$ cat config.mk
export PLATFORM = sky130hd
export DESIGN_NAME = shift_seq_ctrl
export DESIGN_NICKNAME = d
export VERILOG_FILES = /design/src/rtl/shift_seq_ctrl.sv
export SDC_FILE = /design/constraint.sdc
export NUM_CORES = 1
export LEC_CHECK = 0
export ABC_AREA = 1
export ABC_CLOCK_PERIOD_IN_PS = 2800
export CORE_MARGIN = 2
export CORE_UTILIZATION = 40
export CTS_CLUSTER_DIAMETER = 50
export DETAILED_ROUTE_END_ITERATION = 7
export PLACE_DENSITY_LB_ADDON = 0.15
export SYNTH_ARGS = -nofsm -noshare
export SYNTH_HDL_FRONTEND = slang
export SYNTH_SLANG_ARGS = --single-unit
$ cat constraint.sdc
create_clock -name clk -period 2.8 [get_ports clk]
set_clock_uncertainty 0.05 [all_clocks]
set_input_delay 0.56 -clock clk [delete_from_list [all_inputs] [get_ports clk]]
set_output_delay 0.56 -clock clk [all_outputs]
set_load 0.02 [all_outputs]
$ cat src/rtl/shift_seq_ctrl.sv
// shift_seq_ctrl: valid/ready command sequencer driving an 8-bit universal shift register
module shift_seq_ctrl #(
    parameter int WIDTH = 8,
    parameter int CNTW  = 4
) (
    input  logic             clk,
    input  logic             rst_n,
    input  logic             cmd_valid,
    output logic             cmd_ready,
    input  logic [1:0]       cmd_op,
    input  logic [WIDTH-1:0] cmd_data,
    input  logic             cmd_fill,
    input  logic [CNTW-1:0]  cmd_cnt,
    input  logic [WIDTH-1:0] usr_out,
    output logic [1:0]       select,
    output logic [WIDTH-1:0] pload,
    output logic             lftin,
    output logic             rghtin,
    output logic             busy,
    output logic             done,
    output logic [WIDTH-1:0] result
);
    typedef enum logic [1:0] {IDLE, LOAD, SHIFT, CAPTURE} state_t;
    state_t           state_q, state_d;
    logic [CNTW-1:0]  cnt_q, cnt_d;
    logic [1:0]       op_q, op_d, select_q, select_d;
    logic             fill_q, fill_d, lftin_q, lftin_d, rghtin_q, rghtin_d;
    logic             busy_q, busy_d, done_q, done_d;
    logic [WIDTH-1:0] pload_q, pload_d, result_q, result_d;
    logic             accept;
    assign cmd_ready = rst_n && state_q == IDLE;
    assign accept    = cmd_valid && cmd_ready;
    always_comb begin
        state_d  = state_q;
        cnt_d    = cnt_q;
        pload_d  = pload_q;
        op_d     = accept ? cmd_op : op_q;
        fill_d   = accept ? cmd_fill : fill_q;
        case (state_q)
            IDLE: begin
                if (accept) begin
                    if (cmd_op == 2'b11) begin
                        state_d = LOAD;
                        pload_d = cmd_data;
                    end else if (cmd_op != 2'b00 && cmd_cnt != '0) begin
                        state_d = SHIFT;
                        cnt_d   = cmd_cnt;
                    end else begin
                        state_d = CAPTURE;
                    end
                end
            end
            LOAD:  state_d = CAPTURE;
            SHIFT: begin
                cnt_d = cnt_q - CNTW'(1);
                if (cnt_q == CNTW'(1)) state_d = CAPTURE;
            end
            default: state_d = IDLE;
        endcase
        // Outputs are registered, so they are decoded from the state being entered
        select_d = state_d == LOAD ? 2'b11 : state_d == SHIFT ? op_d : 2'b00;
        lftin_d  = state_d == SHIFT && op_d == 2'b10 && fill_d;
        rghtin_d = state_d == SHIFT && op_d == 2'b01 && fill_d;
        busy_d   = state_d != IDLE;
        done_d   = state_q == CAPTURE;
        result_d = state_q == CAPTURE ? usr_out : result_q;
    end
    always_ff @(posedge clk) begin
        if (!rst_n) begin
            state_q  <= IDLE;
            cnt_q    <= '0;
            op_q     <= '0;
            fill_q   <= 1'b0;
            select_q <= '0;
            pload_q  <= '0;
            lftin_q  <= 1'b0;
            rghtin_q <= 1'b0;
            busy_q   <= 1'b0;
            done_q   <= 1'b0;
            result_q <= '0;
        end else begin
            state_q  <= state_d;
            cnt_q    <= cnt_d;
            op_q     <= op_d;
            fill_q   <= fill_d;
            select_q <= select_d;
            pload_q  <= pload_d;
            lftin_q  <= lftin_d;
            rghtin_q <= rghtin_d;
            busy_q   <= busy_d;
            done_q   <= done_d;
            result_q <= result_d;
        end
    end
    assign select = select_q;
    assign pload  = pload_q;
    assign lftin  = lftin_q;
    assign rghtin = rghtin_q;
    assign busy   = busy_q;
    assign done   = done_q;
    assign result = result_q;
endmodule
==> flow_summary.ini, run 1 <==
[synthesis]
yosysMostFrequentCell = nor2_1
synth_warnings = 0
synth_top_area_share_pct = 45.8
synthTopCellsByArea = dfxtp_1, nor2_1, o21ai_0
synth_edf_count = 0
syn_inst = 185
syn-num-nets = 217
yosysTopAreaCell = dfxtp_1
synth_cell_type_count = 16
async_reset_ff_share_pct = 0
synth_commonest_cells = nor2_1, dfxtp_1, o21ai_0
synthFlopType = dfxtp_1
ys_seq_elements = 31
avgSynthCellArea_sq_um = 7.32
synth_area_sq_mm = 0.00136
yosysSeqAreaShare_pct = 45.8

[placed_design]
portBuffers = 48
place_area_sq_mm = 0.00187
routabilityCongestion = 0.736
dp_slack_ps = 404
dp_hpwl_um = 2060

[route]
via_per_inst = 4.36
drc = 0
drt-pass1-iter-count = 4
postRouteAntennaNets = 0
wl_per_cell_um = 9.72
routed_wl_um = 2760
num_vias = 1239
drt-initial-drc-count = 65

[worst_setup_path]
worstPathArrival_ps = 1820
required_ps = 2190
crit_path_end_kind = output pin
critPathMaxFanout = 5
cp-start-kind = flop
r2r_setup_slack_ps = 1020
crit_type = reg -> out

[sta]
whs_ps = 437
maxSlewViolCount = 0
hold_viol = 0
period_minus_slack_ps = 2430
slew_headroom_pct = 76.1
tns_ps = 0
period_share_pct = 86.7
rsz0062_at_grt = false
worst_pin_slew_ps = 358
setup_slack_ps = 373
max_freq_mhz = 412
finalSetupViolCount = 0

[clocking]
cts_root_buf = clkbuf_4
post-cts-setup-buffers = 0
cts_buffers = 5
hold_buffers = 0
ctsResizeCount = 0
cts.sink_count = 31
cts_buffer_depth = 2
clkTransAtPathRegs_ps = 100
htree_num_levels = 2
cts_tree = yes
insertion_delay_ps = 320

[die]
fp-row-count = 21
fp.dieW_um = 62.2
core_area_sq_mm = 0.00328
die_area_sq_mm = 0.00387
pin_count = 49
die_y_um = 62.2
initial_core_util_pct = 41.3

[global_routing]
grt_max_degree = 25
grt_usage_pct = 15.2
antenna_found_initial = 0
grt-ovfl-total = 0
grt_pass1_vias = 1046
grt_pass1_wl_um = 4710

[final_layout]
diodes = 0
layout.nets = 269
syn2layout_area_growth_pct = 44.4
finalInstanceArea_sq_mm = 0.00196
drive_above_1_share_pct = 7.14

[run_status]
status = completed

[power]
power.density_mw_per_mm2 = 787
ir_drop_v = 0.000659
leakagePower_nw = 0.875

[run]
cap_viol_max_count = 0

[hold_path]
min_path_type = reg -> reg
==> worst max-delay path, stage by stage, from the launching register on <==
cell and delay [ps]:
dfxtp_1 340, inv_1 120, ha_1 290, nand2_2 100, inv_1 60, clkdlybuf4s50_1 590
==> cells by family (layout without fill, tap and decap cells) <==
group / Yosys count / after routing / synth area share (%)
simple gates: 84 / 84 / 25.9
compound gates: 36 / 36 / 13.6
flops: 31 / 31 / 45.8
buf+inv: 27 / 80 / 8.59
fa+ha+maj: 6 / 6 / 5.54
xor+xnor: 1 / 1 / 0.646
==> path summary, 6_finish.rpt <==
check | from | depth (start not counted) | endpoint
max | state_q[0]$_SDFF_PN0_ | 5 | cmd_ready
min | pload[7]$_SDFFE_PN0P_ | 2 | pload[7]$_SDFFE_PN0P_
max reg2reg | state_q[0]$_SDFF_PN0_ | 9 | cnt_q[1]$_SDFFE_PN0P_
min reg2reg | pload[7]$_SDFFE_PN0P_ | 2 | pload[7]$_SDFFE_PN0P_
==> layout make-up <==
cell class / count / area (sq um)
Fill cell: 322 / 1330
Sequential cell: 31 / 621
Multi-Input combinational cell: 127 / 618
Timing Repair Buffer: 49 / 488
Inverter: 23 / 86.3
Tap cell: 46 / 57.6
Clock buffer: 6 / 51.3
Clock inverter: 2 / 35.0
==> sequential cells by signal (all words and copies together) (netlist names) <==
name and flops:
state_q 2, rghtin 1, pload 8, select 2
done 1, fill_q 1, result 8, op_q 2
lftin 1, cnt_q 4, busy 1
==> metal layers <==
| layer | global-route usage [%] | part of all wire [%] | vias to the layer above |
|---|---|---|---|
| met1 | 20.8 | 51 | 518 |
| li1 | - | - | 682 |
| met5 | 0 | 0 | - |
| met4 | 6.67 | 1.2 | 0 |
| met3 | 4.53 | 5.7 | 5 |
| met2 | 22.3 | 43 | 34 |
==> placed cells by master (no fill, tap or decap), types with 2 or more instances in the layout <==
| cell type | n |
|---|---|
| a21oi_1 | 8 |
| clkbuf_4 | 5 |
| clkdlybuf4s50_1 | 48 |
| dfxtp_1 | 31 |
| ha_1 | 6 |
| inv_1 | 23 |
| nand2_1 | 25 |
| nand2_2 | 3 |
| nand3_1 | 7 |
| nor2_1 | 45 |
| o21ai_0 | 27 |
| or2_2 | 2 |
==> where the power goes <==
part / switching (mW) / internal (mW) / leakage (nW)
Clock: 0.154 / 0.211 / 0.0482
Combinational: 0.356 / 0.257 / 0.574
Sequential: 0.0376 / 0.523 / 0.253
Total: 0.548 / 0.991 / 0.875
==> metrics by stage <==
stage          util (%)  total power [mW]  std cells
3_5_place_dp       57.0              1.19        276
5_1_grt            59.6              1.66        284
2_1_floorplan         -             0.993        185
4_1_cts            59.6              1.55        284
6_report           59.6              1.54        284
3_3_place_gp       57.0              1.18        276
No activity file was read; power rests on OpenSTA's default activity.
==> run 2, diff against run 1 <==
- CORE_UTILIZATION: 40 -> 47
==> run 2 against run 1 <==
Worst setup slack worse by 44 ps. Total power down 5.9%. Global-route usage up 5.6 points. Sequential share of layout area up 0.81 points. Utilization up 9.6 points. Sequential power up 1%. Clock power down 30%. Largest power group unchanged. Register-to-register slack worse by 70 ps. Critical endpoint unchanged. First-iteration DRC count down 26%. Critical path depth unchanged. Non-clock buffer count unchanged.
==> flow_summary.ini, run 2 (synthesis gave the netlist of run 1 again) <==
[run_status]
status = completed

[hold_path]
min_path_cells = 2
hold_path_end = pload[6]$_SDFFE_PN0P_
hold_start = pload[6]$_SDFFE_PN0P_
min_path_type = reg -> reg

[worst_setup_path]
r2r_setup_slack_ps = 950
critical-path-top-delay-family = buffers and inverters
timing.rr.end = cnt_q[1]$_SDFFE_PN0P_
reg2reg_from = state_q[0]$_SDFF_PN0_
critPathMaxFanout = 5
worstPathArrival_ps = 1860
required_ps = 2190
critPathSlowestCell = clkdlybuf4s50_1
path_buf_inv = 3
crit_path_end_kind = output pin
slowest_delay_ps = 590
reg2regPathDepth = 9
cp-start-kind = flop
crit_top_cell = inv_1
cp_cell_sequence = inv_1, ha_1, nand2_2, inv_1, clkdlybuf4s50_1
crit_type = reg -> out
startpoint = state_q[0]$_SDFF_PN0_

[route]
postRouteAntennaNets = 0
wl_per_cell_um = 11.5
drt-pass1-iter-count = 4
drc = 0
drt-initial-drc-count = 48
routed_wl_um = 3090
via_per_inst = 4.87
num_vias = 1306

[final_layout]
layout_common_cells = clkdlybuf4s50_1, nor2_1, dfxtp_1
drive_above_1_share_pct = 6.75
diodes = 0
layout.nets = 269
utilization_pct = 69.2
layout_commonest_cell = clkdlybuf4s50_1
nFillCells = 239
syn2layout_area_growth_pct = 40.8

[sta]
slew_headroom_pct = 74.8
hold_viol = 0
period_share_pct = 88.3
tns_ps = 0
whs_ps = 447
finalSetupViolCount = 0
worst_pin_slew_ps = 378
setup_slack_ps = 329
period_minus_slack_ps = 2470
max_freq_mhz = 405
maxSlewViolCount = 0
rsz0062_at_grt = false

[die]
die_area_sq_mm = 0.00333
fp-row-count = 19
die_y_um = 57.7
pin_count = 49
core_area_sq_mm = 0.00276
initial_core_util_pct = 49.1
fp.dieW_um = 57.7

[placed_design]
dp_hpwl_um = 2350
routabilityCongestion = 0.760
dp_slack_ps = 401
portBuffers = 48

[power]
power.density_mw_per_mm2 = 759
ir_drop_v = 0.000628
leakagePower_nw = 0.861
total_power_mw = 1.45

[global_routing]
use_met3_pct = 7.37
grt_usage_pct = 20.8
grt_use_met2_pct = 36.4
grt_pass1_vias = 1224
grt_pass1_wl_um = 5300
grt-ovfl-total = 0
top_usage_layer = met2
antenna_found_initial = 0
grt_max_degree = 25
grtUsageMet1_pct = 22.8

[clocking]
cts_root_buf = clkbuf_4
htree_num_levels = 2
ctsResizeCount = 0
clkTransAtPathRegs_ps = 90
hold_buffers = 0
cts_buffer_depth = 2
insertion_delay_ps = 320
post-cts-setup-buffers = 0
cts_tree = yes
cts_buffers = 5
cts.sink_count = 31

[run]
cap_viol_max_count = 0
-- run 2: tightest hold or removal path: stages (launching register included) --
cell,delay [ps]
dfxtp_1,320
nor2_1,90
nor2_1,50
-- run 2: per-layer routing --
layer,vias up,wire (um)
li1,682,-
met1,574,1240
met2,42,1580
met3,8,205
met4,0,63
met5,-,0
-- run 2: layout make-up --
| cell class | instances | area [sq um] | share of cell area, % |
|---|---|---|---|
| multi-input combinational | 127 | 618 | 32.4 |
| inverter | 23 | 86.3 | 4.52 |
| clock buffer | 6 | 51.3 | 2.69 |
| clock inverter | 1 | 5.00 | 0.262 |
| timing repair buffer | 49 | 488 | 25.6 |
| sequential | 31 | 621 | 32.5 |
| tap | 31 | 38.8 | 2.03 |
-- run 2: stage by stage --
step / std cells / area, sq um
final: 268 / 1910
after global routing: 268 / 1910
after CTS: 268 / 1910
after detailed placement: 261 / 1850
after global placement: 261 / 1850
after floorplan: 185 / 1360
-- run 2: power breakdown --
group          total, mW  switching (mW)  internal, mW
sequential         0.566          0.0429         0.523
clock              0.256           0.140         0.116
combinational      0.627           0.369         0.258
total               1.45           0.552         0.897
-- run 2: worst max-delay path by stage --
| stage | endpoint | slack (ps) | depth (start not counted) |
|---|---|---|---|
| after floorplan | select[0]$_SDFF_PN0_ | 1240 | 9 |
| after global placement | cmd_ready | 410 | 4 |
| after detailed placement | cmd_ready | 400 | 4 |
| after CTS | cmd_ready | 320 | 5 |
| after global routing | cmd_ready | 240 | 5 |
| final | cmd_ready | 330 | 5 |
==> run 3, diff against run 2 <==
- TNS_END_PERCENT: unset -> 30
==> results of run 3 <==
Final layout, timing and power as in run 2 (identical DEF).
